[src/rtl/route_cmd_arbiter.sv]
// Round-robin command arbiter and connection-image validator for the 8-pole / 28-pair interlock stage.
// Optional LOCKOUT_EN adds a lockout input that rejects connect commands while asserted.
module route_cmd_arbiter #(
    parameter int unsigned HOLD_CYCLES = 600000,
    parameter int unsigned CNT_W       = 20
) (
    input  logic        pclk_50M,
    input  logic        rst,
    input  logic        req_a,
    input  logic [7:0]  cmd_a,
    output logic        ack_a,
    output logic        err_a,
    input  logic        req_b,
    input  logic [7:0]  cmd_b,
    output logic        ack_b,
    output logic        err_b,
`ifdef LOCKOUT_EN
    input  logic        lockout,
`endif
    output logic [1:8]  outP,
    output logic [1:28] out,
    output logic        busy
);

    typedef enum logic [1:0] {S_IDLE, S_DECODE, S_APPLY, S_HOLD} state_e;

    localparam logic [1:0] OP_RSVD = 2'b00;
    localparam logic [1:0] OP_CONN = 2'b01;
    localparam logic [1:0] OP_DISC = 2'b10;
    localparam logic [1:0] OP_CLR  = 2'b11;
    localparam logic [CNT_W-1:0] HOLD_LAST = CNT_W'(HOLD_CYCLES - 1);

    state_e           state_q;
    logic [7:0]       cmd_q;
    logic             gnt_b_q;
    logic             ptr_b_q;
    logic [CNT_W-1:0] cnt_q;
    logic [1:8]       outp_q;
    logic [1:28]      out_q;
    logic             ack_a_q, err_a_q, ack_b_q, err_b_q, busy_q;

    logic       elig_a, elig_b, pick_b;
    logic [1:0] op;
    logic [2:0] pa, pb, lo, hi;
    logic [3:0] p_idx, q_idx;
    logic [4:0] pair_idx;
    logic       lock_conn;
    logic       reject;

    // Triangular number hi*(hi-1)/2: pairs whose upper pole is below pole hi+1.
    function automatic logic [4:0] tri_num(input logic [2:0] n);
        case (n)
            3'd0, 3'd1: tri_num = 5'd0;
            3'd2:       tri_num = 5'd1;
            3'd3:       tri_num = 5'd3;
            3'd4:       tri_num = 5'd6;
            3'd5:       tri_num = 5'd10;
            3'd6:       tri_num = 5'd15;
            default:    tri_num = 5'd21;
        endcase
    endfunction

`ifdef LOCKOUT_EN
    assign lock_conn = lockout;
`else
    assign lock_conn = 1'b0;
`endif

    // A requester whose ack is high this cycle still shows its stale req.
    assign elig_a = req_a & ~ack_a_q;
    assign elig_b = req_b & ~ack_b_q;
    assign pick_b = (elig_a & elig_b) ? ptr_b_q : elig_b;

    // NOTE: every variable gets a default at the top of always_comb so no latch is inferred.
    always_comb begin
        op       = cmd_q[7:6];
        pa       = cmd_q[5:3];
        pb       = cmd_q[2:0];
        lo       = (pa < pb) ? pa : pb;
        hi       = (pa < pb) ? pb : pa;
        p_idx    = {1'b0, lo} + 4'd1;
        q_idx    = {1'b0, hi} + 4'd1;
        pair_idx = tri_num(hi) + {2'b00, lo} + 5'd1;
        reject   = 1'b0;
        case (op)
            OP_RSVD: reject = 1'b1;
            OP_CONN: reject = (pa == pb) | outp_q[p_idx] | outp_q[q_idx] | lock_conn;
            OP_DISC: reject = (pa == pb) | ~out_q[pair_idx];
            default: reject = 1'b0;
        endcase
    end

    // NOTE: sequential state uses non-blocking assignments only, so every register sees pre-edge values.
    always_ff @(posedge pclk_50M or posedge rst) begin
        if (rst) begin
            state_q <= S_IDLE;
            cmd_q   <= '0;
            gnt_b_q <= 1'b0;
            ptr_b_q <= 1'b0;
            cnt_q   <= '0;
            outp_q  <= '0;
            out_q   <= '0;
            ack_a_q <= 1'b0;
            err_a_q <= 1'b0;
            ack_b_q <= 1'b0;
            err_b_q <= 1'b0;
            busy_q  <= 1'b0;
        end else begin
            ack_a_q <= 1'b0;
            err_a_q <= 1'b0;
            ack_b_q <= 1'b0;
            err_b_q <= 1'b0;
            case (state_q)
                S_IDLE: begin
                    if (elig_a | elig_b) begin
                        cmd_q   <= pick_b ? cmd_b : cmd_a;
                        gnt_b_q <= pick_b;
                        ptr_b_q <= ~pick_b;
                        busy_q  <= 1'b1;
                        state_q <= S_DECODE;
                    end
                end
                S_DECODE: begin
                    if (reject) begin
                        ack_a_q <= ~gnt_b_q;
                        err_a_q <= ~gnt_b_q;
                        ack_b_q <= gnt_b_q;
                        err_b_q <= gnt_b_q;
                        busy_q  <= 1'b0;
                        state_q <= S_IDLE;
                    end else begin
                        state_q <= S_APPLY;
                    end
                end
                S_APPLY: begin
                    case (op)
                        OP_CONN: begin
                            outp_q[p_idx]   <= 1'b1;
                            outp_q[q_idx]   <= 1'b1;
                            out_q[pair_idx] <= 1'b1;
                        end
                        OP_DISC: begin
                            outp_q[p_idx]   <= 1'b0;
                            outp_q[q_idx]   <= 1'b0;
                            out_q[pair_idx] <= 1'b0;
                        end
                        OP_CLR: begin
                            outp_q <= '0;
                            out_q  <= '0;
                        end
                        default: ;
                    endcase
                    ack_a_q <= ~gnt_b_q;
                    ack_b_q <= gnt_b_q;
                    cnt_q   <= '0;
                    state_q <= S_HOLD;
                end
                default: begin
                    // Break-before-make settle window downstream.
                    if (cnt_q == HOLD_LAST) begin
                        busy_q  <= 1'b0;
                        state_q <= S_IDLE;
                    end else begin
                        cnt_q <= cnt_q + 1'b1;
                    end
                end
            endcase
        end
    end

    assign ack_a = ack_a_q;
    assign err_a = err_a_q;
    assign ack_b = ack_b_q;
    assign err_b = err_b_q;
    assign outP  = outp_q;
    assign out   = out_q;
    assign busy  = busy_q;

endmodule

[config.mk]
export PLATFORM = sky130hd
export DESIGN_NAME = route_cmd_arbiter
export DESIGN_NICKNAME = d
export VERILOG_FILES = /design/src/rtl/route_cmd_arbiter.sv
export SDC_FILE = /design/constraint.sdc
export NUM_CORES = 1
export LEC_CHECK = 0
export CAP_MARGIN = 15
export CORE_UTILIZATION = 51
export CTS_CLUSTER_SIZE = 8
export DETAILED_ROUTE_END_ITERATION = 16
export PLACE_DENSITY = 0.88
export SYNTH_ARGS = -nofsm -noshare
export SYNTH_HDL_FRONTEND = slang
export SYNTH_SLANG_ARGS = --single-unit
[constraint.sdc]
create_clock -name pclk_50M -period 4.7 [get_ports pclk_50M]
set_input_delay 0.47 -clock pclk_50M [delete_from_list [all_inputs] [get_ports pclk_50M]]
set_output_delay 0.47 -clock pclk_50M [all_outputs]
set_load 0.005 [all_outputs]
## Yosys cells after proc, flatten, opt, wreduce, memory -nomap -nowiden

Index checks and enable logic that the tools add are counted.

| storage, ports and cells | value |
|---|---|
| bits in registers | 73 |
| output and inout port bits | 41 |

| cells by class | value |
|---|---|
| $add $sub $neg | 5 |
| $lt $le $gt $ge | 7 |
| eq/ne operators | 16 |
| mux-type cells | 39 |
| bitwise operators | 26 |
| reductions and logical operators | 16 |

Operators by type and width:

| kind | number |
|---|---|
| 28-bit one-hot mux with 3 select lines | 1 |
| 20-bit one-hot mux with 2 select lines | 1 |
| 5-bit one-hot mux with 6 select lines | 1 |
| 28-bit AND | 1 |
| 28-bit NOT | 1 |
| 28-bit bitwise OR | 1 |
| 8-bit one-hot mux with 3 select lines | 1 |
| 20-bit by 1-bit adder with 20-bit output (second input constant) | 1 |
| 20-bit equality test (second input constant) | 1 |
| 20-bit 2-to-1 mux | 1 |
| 1-bit 2-to-1 mux | 17 |
| 8-bit AND | 2 |
| 8-bit NOT | 2 |
| 8-bit bitwise OR | 2 |
| 5-bit >= comparator (second input constant) | 2 |
| 5-bit by 1-bit < comparator with 1-bit output (second input constant) | 2 |
| 4-bit NOT with 5-bit output | 2 |
| 3-bit equality test (second input constant) | 3 |
| 3-bit by 1-bit adder with 4-bit output (second input constant) | 2 |
| 1-bit binary-select mux with 4-bit select | 2 |
| 1-bit demux with 4-bit select | 2 |
| 8-bit 2-to-1 mux | 1 |
| 2-bit AND reduction | 4 |
| 1-bit NOT | 7 |
| other kinds (29) | 49 |

## Logic depth before layout (Yosys ltp)

Gate-level depths: netlist of run 1.

| depth | value |
|---|---|
| depth in word-level cells | 16 |
| mapped depth | 23 |
| gate-level depth less buffers | 20 |

## Worst setup path after synthesis of run 1

OpenSTA, ideal clock, no wires.

| timing | value |
|---|---|
| path type | register to register |
| start | register cmd_q[2] |
| end | register busy_q, in the netlist busy |
| arrival | 4611 ps |
| required time | 4581 ps |
| setup slack | -29 ps |
| stages on the path, launching flop included | 22 |
| path buffers | 3 |
| period minus slack after synthesis | 4729 ps |
| path through | dfrtp_1 inv_1 ha_1 or3b_1 buf_2 and4_4 nor2_1 ha_1 nor2_1 a21oi_1 inv_1 fa_1 clkbuf_1 clkbuf_1 mux2i_1 nor2_1 o22ai_1 nand3_1 a22oi_1 o22ai_2 a211o_1 o21a_1 |

| between the ends | value |
|---|---|
| word-level cells in the longest chain between the ends | 16 |

Ends and longest elaborated chain:

| item | line | text |
|---|---|---|
| from (decl) | 34 | `logic [7:0] cmd_q;` |
| from (signal assigned) | 116 | `cmd_q <= pick_b ? cmd_b : cmd_a;` |
| 3-bit < comparator | 79, 80 |  |
| 3-bit 2-to-1 mux | 80 | `hi = (pa < pb) ? pb : pa;` |
| 3-bit by 1-bit equality test with 1-bit output / 3-bit zero test (equally long branches) | 52 | `case (n)` |
| 2-bit OR reduction | 52 |  |
| 5-bit one-hot mux with 6 select lines | 52 |  |
| 5-bit by 3-bit adder with 5-bit output | 83 | `pair_idx = tri_num(hi) + {2'b00, lo} + 5'd1;` |
| 5-bit by 1-bit adder with 5-bit output | 83 |  |
| 5-bit NOT with 6-bit output (implied by the code) | 88 | `OP_DISC: reject = (pa == pb) \| ~out_q[pair_idx];` |
| 1-bit binary-select mux with 5-bit select | 88 |  |
| 1-bit 2-to-1 mux (implied by the code) (2 in series) | 88 |  |
| 1-bit NOT | 88 |  |
| 1-bit bitwise OR | 88 |  |
| 1-bit one-hot mux with 3 select lines (*) | 85 | `case (op)` |
| 2-bit inequality test (no line) (*) | n/a |  |
| 4-bit AND reduction (no line) (*) | n/a |  |
| to (signal assigned) | 107 | `busy_q <= 1'b0;` |
| to (signal assigned) | 119 | `busy_q <= 1'b1;` |
| to (signal assigned) | 129 | `busy_q <= 1'b0;` |
| to (decl) | 40 | `logic ack_a_q, err_a_q, ack_b_q, err_b_q, busy_q;` |

Every way passes the cells marked *; elsewhere a longest branch is shown, timed or not. The select of a mux whose other input is x is not followed.
A chain may end at the register's enable or synchronous reset.

## Worst setup path after layout of run 1

| timing | value |
|---|---|
| start | register cmd_q[1] |
| end | register busy_q, in the netlist busy |

Same word-level chain as after synthesis.

==> run_results.csv, run 1 <==
group,metric,value,unit
die,core_area,9240,µm²
logic_synthesis,yosys.cell_types.count,71,
grt,grt_usage,28.74,%
sta,max_slew_margin,23.90,%
sta,slew_viol_final,0,
sta,max_freq,222.1,MHz
logic_synthesis,netlist_top_cells_area,"dfrtp_1 38%, a21oi_1 7.3%, ha_1 5.9%",
worst_hold_path,hold_path_depth,1,
routing,viasPerCell,6.254,
die,num_rows,35,
grt,grt_pass1_vias,4672,
logic_synthesis,synthArstFlopShare,100.0,%
logic_synthesis,synth-seq-cells,73,
logic_synthesis,yosys_warnings,0,
layout,layout-drive-gt1-share,13.38,%
place,routabilityCongestion,0.9572,
routing,routedWlPerCell,18.11,µm
die,num_io_pins,61,
run_status,status,"finished clean",
place,hpwl,9800,µm
logic_synthesis,synth_top_area_share,37.54,%
logic_synthesis,synth-seq-area-share,37.54,%
sta,period_needed,4.502,ns
setup_path,crit_arrival,4.74,ns
logic_synthesis,synth_ff_type,"dfrtp_1",
setup_path,path_max_fanout,6,
logic_synthesis,yosys.area.top_type,"dfrtp_1",
grt,grt_antenna_before_repair,0,
cts,clockBufferDepth,2,
sta,fin_skew,0.01728,ns
die,dieArea,9936,µm²
logic_synthesis,netlist_instances,556,
logic_synthesis,synthesis.area,4866,µm²
layout,syn_to_final_growth,22.99,%
routing,route.detailed.drc,0,
cts,root_buffer,"clkbuf_8",
routing,via_count,4734,
sta,worst_slew_pin_slew,1.133,ns
sta,setup_viol_count_final,0,
setup_path,worstSetupPathType,"reg -> reg",
grt,grt-ovfl-total,0,
cts,cts.sinks,73,
cts,cts_tree,"built",
sta,finalHoldViolCount,0,
die,die_w,99.68,µm
logic_synthesis,synth-edff-count,0,
layout,final_area,5984,µm²
layout,finalNetCount,667,
grt,grt_max_degree,47,
cts,clk_pin_slew,0.09,ns
die,die_h,99.68,µm
place,place_area,5665,µm²
routing,ant_nets,0,
cts,clock_latency,0.36,ns
layout,n_antenna_cell,0,
routing,dr.pass1.iters,5,
routing,drt_iter0_drc,408,
cts,h-tree-depth,3,
setup_path,crit_required,4.94,ns
setup_path,r2r_cells,18,
logic_synthesis,syn_avg_cell_area,8.752,µm²
grt,grt_pass1_wl,22410,µm
place,port_buffers,60,
worst_hold_path,hp-class,"reg -> reg",
die,start_util,52.66,%
routing,drt-total-wl,13710,µm
flow_run,max_cap_viol_count,0,
logic_synthesis,synth_fp_nets,600,
setup_path,crit_path_end_kind,"flip-flop",
cts,cts-buffers-inserted,9,
setup_path,start_kind,"flip-flop",
sta,period_share,95.78,%
==> repair_timing <==
action                     4_1_cts  5_1_grt
gates resized for setup          3       23
pin swaps                        0        5
setup buffers                    0        4
hold buffers                     0        0
setup endpoints to repair        4       31
==> flip-flops by register name, summed over array words and instances (netlist names), 2 cells and up <==
signal / count
state_q: 2
cnt_q: 20
outP: 8
cmd_q: 8
out: 28
==> final cells by class <==
cell class	count	area [µm²]
Fill cell	706	3256
Multi-Input combinational cell	433	2942
Sequential cell	73	1827
Timing Repair Buffer	83	773.2
Tap cell	129	161.4
Clock buffer	10	127.6
Inverter	23	86.33
Clock inverter	6	67.56
==> metrics by stage <==
step | util, % | hold WS, ns | std cells | TNS, ns | setup WS (ns)
after detailed placement | 61.31 | 0.4686 | 737 | -0.1969 | -0.06931
after global placement | 61.31 | 0.4575 | 737 | 0 | 0.1370
after CTS | 63.48 | 0.4910 | 753 | 0 | 0.01909
after floorplan | - | 0.4324 | 556 | 0 | 0.06047
after global routing | 64.77 | 0.5097 | 757 | -0.01550 | -0.01550
final | 64.77 | 0.4831 | 757 | 0 | 0.1984
==> Yosys cell counts, types with 2 or more instances <==
master and instances:
dfrtp_1 73, a21oi_1 71, nor2_1 60, nand2_1 43, o21ai_0 35, clkbuf_1 23
ha_1 23, a22o_1 22, inv_1 21, xor2_1 15, o21ai_1 13, nor3_1 11
a31oi_1 10, and2_1 10, nand3_1 10, mux2i_1 8, mux4_2 6, nor2b_1 6
o22a_1 6, nand3b_1 5, nand4_1 5, or3_1 5, xnor2_1 5, a211oi_1 3
a22oi_1 3, buf_2 3, nand2b_1 3, nor4b_1 3, o21a_1 3, a21o_1 2
and3_1 2, inv_2 2, nand4b_1 2, nor3b_1 2, nor4_1 2, nor4_2 2
o22ai_1 2, o2bb2ai_1 2, or2_1 2
==> worst paths after layout <==
path | from | endpoint | slack (ns)
max | cmd_q[1] | busy | 0.20
min | gnt_b_q | err_a | 0.48
max reg2reg | cmd_q[1] | busy | 0.20
min reg2reg | gnt_b_q | err_a | 0.48
max in group asynchronous | rst | outP[5] | 3.16
min in group asynchronous | rst | outP[8] | 0.63
==> critical path: stages (launching register included) <==
cell and delay, ns:
dfrtp_1 0.38, inv_1 0.09, ha_1 0.33, or3b_4 0.44, and4_4 0.22, nor2_4 0.18, ha_2 0.23, nor2_2 0.06
a21oi_2 0.17, inv_1 0.09, fa_2 0.64, buf_4 0.17, mux4_2 0.29, nor2_1 0.10, mux2i_1 0.08, a221oi_2 0.31
o22ai_2 0.15, a211o_1 0.32, o21a_1 0.10
==> metal layers <==
metal	track usage, %	vias to the layer above	part of all wire, %
met5	0	-	0
met4	11.43	0	3.0
met3	6.465	45	7.2
met2	49.02	229	50
met1	35.32	2300	40
li1	-	2160	-
==> logic make-up after synthesis <==
logic type                 after synthesis  synth area share [%]
AOI/OAI and AO/OA                      192                 25.04
xor gates and xnor gates                20                 3.600
adders and majority gates               24                 6.326
buffers and inverters                   50                 3.934
DFF                                     73                 37.54
muxes                                   16                 4.963
and+or+nand+nor                        181                 18.59
==> layout by cell type (no fill, tap or decap), drive strengths merged, types with 4 or more instances in the layout <==
cell / instances
a22o: 22
mux2i: 8
clkdlybuf4s50: 60
inv: 24
nand2: 43
nor4: 4
nor2b: 6
nor2: 60
ha: 23
or3: 5
nand3: 10
nand3b: 5
and2: 10
xor2: 15
dfrtp: 73
a31oi: 11
o22a: 6
o21ai: 49
buf: 23
mux4: 6
nor3: 11
clkbuf: 10
a21oi: 71
nand4: 5
or2: 4
xnor2: 5
Power of run 1 is not shown: default switching activity piles up to over one toggle a cycle in this logic, so the estimate is an artifact.
==> run 2, diff against run 1 <==
==> constraint.sdc (replaced) <==
create_clock -name pclk_50M -period 4.7 [get_ports pclk_50M]
set_input_delay 1.175 -clock pclk_50M [delete_from_list [all_inputs] [get_ports pclk_50M]]
set_output_delay 1.175 -clock pclk_50M [all_outputs]
set_load 0.005 [all_outputs]
==> run_results.csv, run 2 (synthesis results as in run 1) <==
group,metric,value,unit
sta,slew_viol_final,0,
sta,setup_viol_count_final,0,
routing,route.detailed.drc,0,
layout,final_cells,759,
grt,grt_pass1_vias,4676,
worst_hold_path,hp-class,"reg -> reg",
die,core_area,9240,µm²
worst_hold_path,hp-start,"gnt_b_q",
setup_path,crit_arrival,4.85,ns
worst_hold_path,hold_path_depth,1,
routing,ant_nets,0,
cts,cts.sinks,73,
cts,clock_latency,0.36,ns
die,dieArea,9936,µm²
cts,clockBufferDepth,2,
layout,finalNetCount,669,
place,place_area,5680,µm²
grt,grt_pass1_wl,22340,µm
routing,drt_iter0_drc,391,
cts,cts_tree,"built",
setup_path,rr_endpoint,"busy",
grt,grt_max_degree,47,
place,dpl.cell_count,739,
routing,routedWlPerCell,18.08,µm
grt,grt_antenna_before_repair,0,
setup_path,ff2ff_setup_slack,0.10,ns
cts,cts-buffers-inserted,9,
place,port_buffers,60,
routing,viasPerCell,6.298,
sta,fin_skew,0.008675,ns
layout,syn_to_final_growth,23.94,%
setup_path,start_kind,"flip-flop",
setup_path,crit_required,4.95,ns
cts,h-tree-depth,3,
flow_run,max_cap_viol_count,0,
layout,layout-drive-gt1-share,12.86,%
cts,cts-hold-fix-buffers,0,
place,hpwl,9602,µm
sta,finalSetupTns,0,ns
layout,n_antenna_cell,0,
layout,final_common_cell,"dfrtp_1",
sta,period_share,97.83,%
routing,drt-total-wl,13720,µm
sta,finalHoldViolCount,0,
die,num_io_pins,61,
die,die_h,99.68,µm
cts,root_buffer,"clkbuf_8",
sta,worst_slew_pin_slew,1.124,ns
routing,via_count,4780,
setup_path,r2r_start,"cmd_q[2]",
layout,n_fill_cell,673,
layout,largest_register_ffs,28,
layout,final_area,6031,µm²
die,num_rows,35,
sta,max_freq,217.5,MHz
place,routabilityCongestion,0.9680,
setup_path,path_max_fanout,6,
die,die_w,99.68,µm
grt,grt-ovfl-total,0,
setup_path,crit_path_end_kind,"flip-flop",
grt,grt_usage,28.51,%
setup_path,worstSetupPathType,"reg -> reg",
layout,final_cell_mix,"73 x dfrtp_1, 69 x a21oi_1, 60 x clkdlybuf4s50_1, 58 x nor2_1, 43 x nand2_1",
cts,clk_pin_slew,0.08,ns
run_status,status,"finished clean",
worst_hold_path,whs_endpoint,"err_a",
sta,max_slew_margin,24.78,%
setup_path,r2r_cells,22,
routing,dr.pass1.iters,5,
sta,period_needed,4.598,ns
die,start_util,52.66,%
run 2: cell count changes in the layout (fill, tap and decap cells not counted), moves of 2 or more:
cell / previous run / this run
ha_2: 3 / 1
ha_1: 18 / 20
clkbuf_8: 9 / 12
inv_2: 5 / 3
o21ai_2: 3 / 0
run 2: how the worst max path moves through the flow:
| stage | slack, ns | from | cells after the start | to |
|---|---|---|---|---|
| after floorplan | 0.06 | cmd_q[2] | 21 | busy |
| after global placement | 0.18 | cmd_q[2] | 19 | busy |
| after detailed placement | -0.03 | cmd_q[2] | 20 | busy |
| after CTS | 0.05 | cmd_q[2] | 20 | busy |
| after global routing | -0.09 | cmd_q[5] | 22 | busy |
| final | 0.10 | cmd_q[2] | 22 | busy |
run 2: per-stage QoR:
| stage | hold slack, ns | util, % | worst slack, ns |
|---|---|---|---|
| after CTS | 0.5149 | 63.89 | 0.05111 |
| after detailed placement | 0.4957 | 61.48 | -0.02927 |
| after global routing | 0.5452 | 65.27 | -0.08855 |
| after global placement | 0.4811 | 61.48 | 0.1812 |
| after floorplan | 0.4324 | - | 0.06047 |
| final | 0.5134 | 65.27 | 0.1019 |
run 2: layer usage:
layer,vias up,track usage (%),wire [µm]
li1,2155,-,-
met1,2279,34.64,5329
met2,276,47.37,6714
met3,70,6.044,1077
met4,0,15.50,601
met5,-,0,0
run 2: critical path, stage by stage (launching register included):
cell,delay [ns]
dfrtp_1,0.37
inv_1,0.07
ha_1,0.30
or3b_4,0.45
nand3_2,0.12
nand2_1,0.06
o21ai_0,0.08
buf_4,0.18
clkinvlp_4,0.16
ha_4,0.21
nor2_1,0.19
a21oi_2,0.11
inv_1,0.09
fa_2,0.49
buf_4,0.19
mux4_2,0.28
nor2_1,0.12
mux2i_1,0.10
a221oi_2,0.24
buf_4,0.17
o22ai_2,0.09
a211o_1,0.32
o21a_1,0.10
run 2: layout make-up:
type,count,area [µm²],share of cell area (%)
multi-input combinational,433,2945,48.84
inverter,23,90.09,1.494
sequential,73,1827,30.29
clock buffer,13,168.9,2.801
clock inverter,3,46.29,0.7676
tap,129,161.4,2.676
timing repair buffer,85,792.0,13.13
run 2: what timing repair did:
action                     CTS  global route
setup endpoints to repair    1            18
buffers inserted             0             4
pin swaps                    0             4
gates resized for setup      2            21
Power of run 2 is left out for the same reason.
==> run 3, diff against run 2 <==
- ABC_CLOCK_PERIOD_IN_PS: default -> 4700
==> results of run 3 <==
Final layout, timing and power as in run 2 (identical DEF).
Power of run 3 is left out for the same reason.
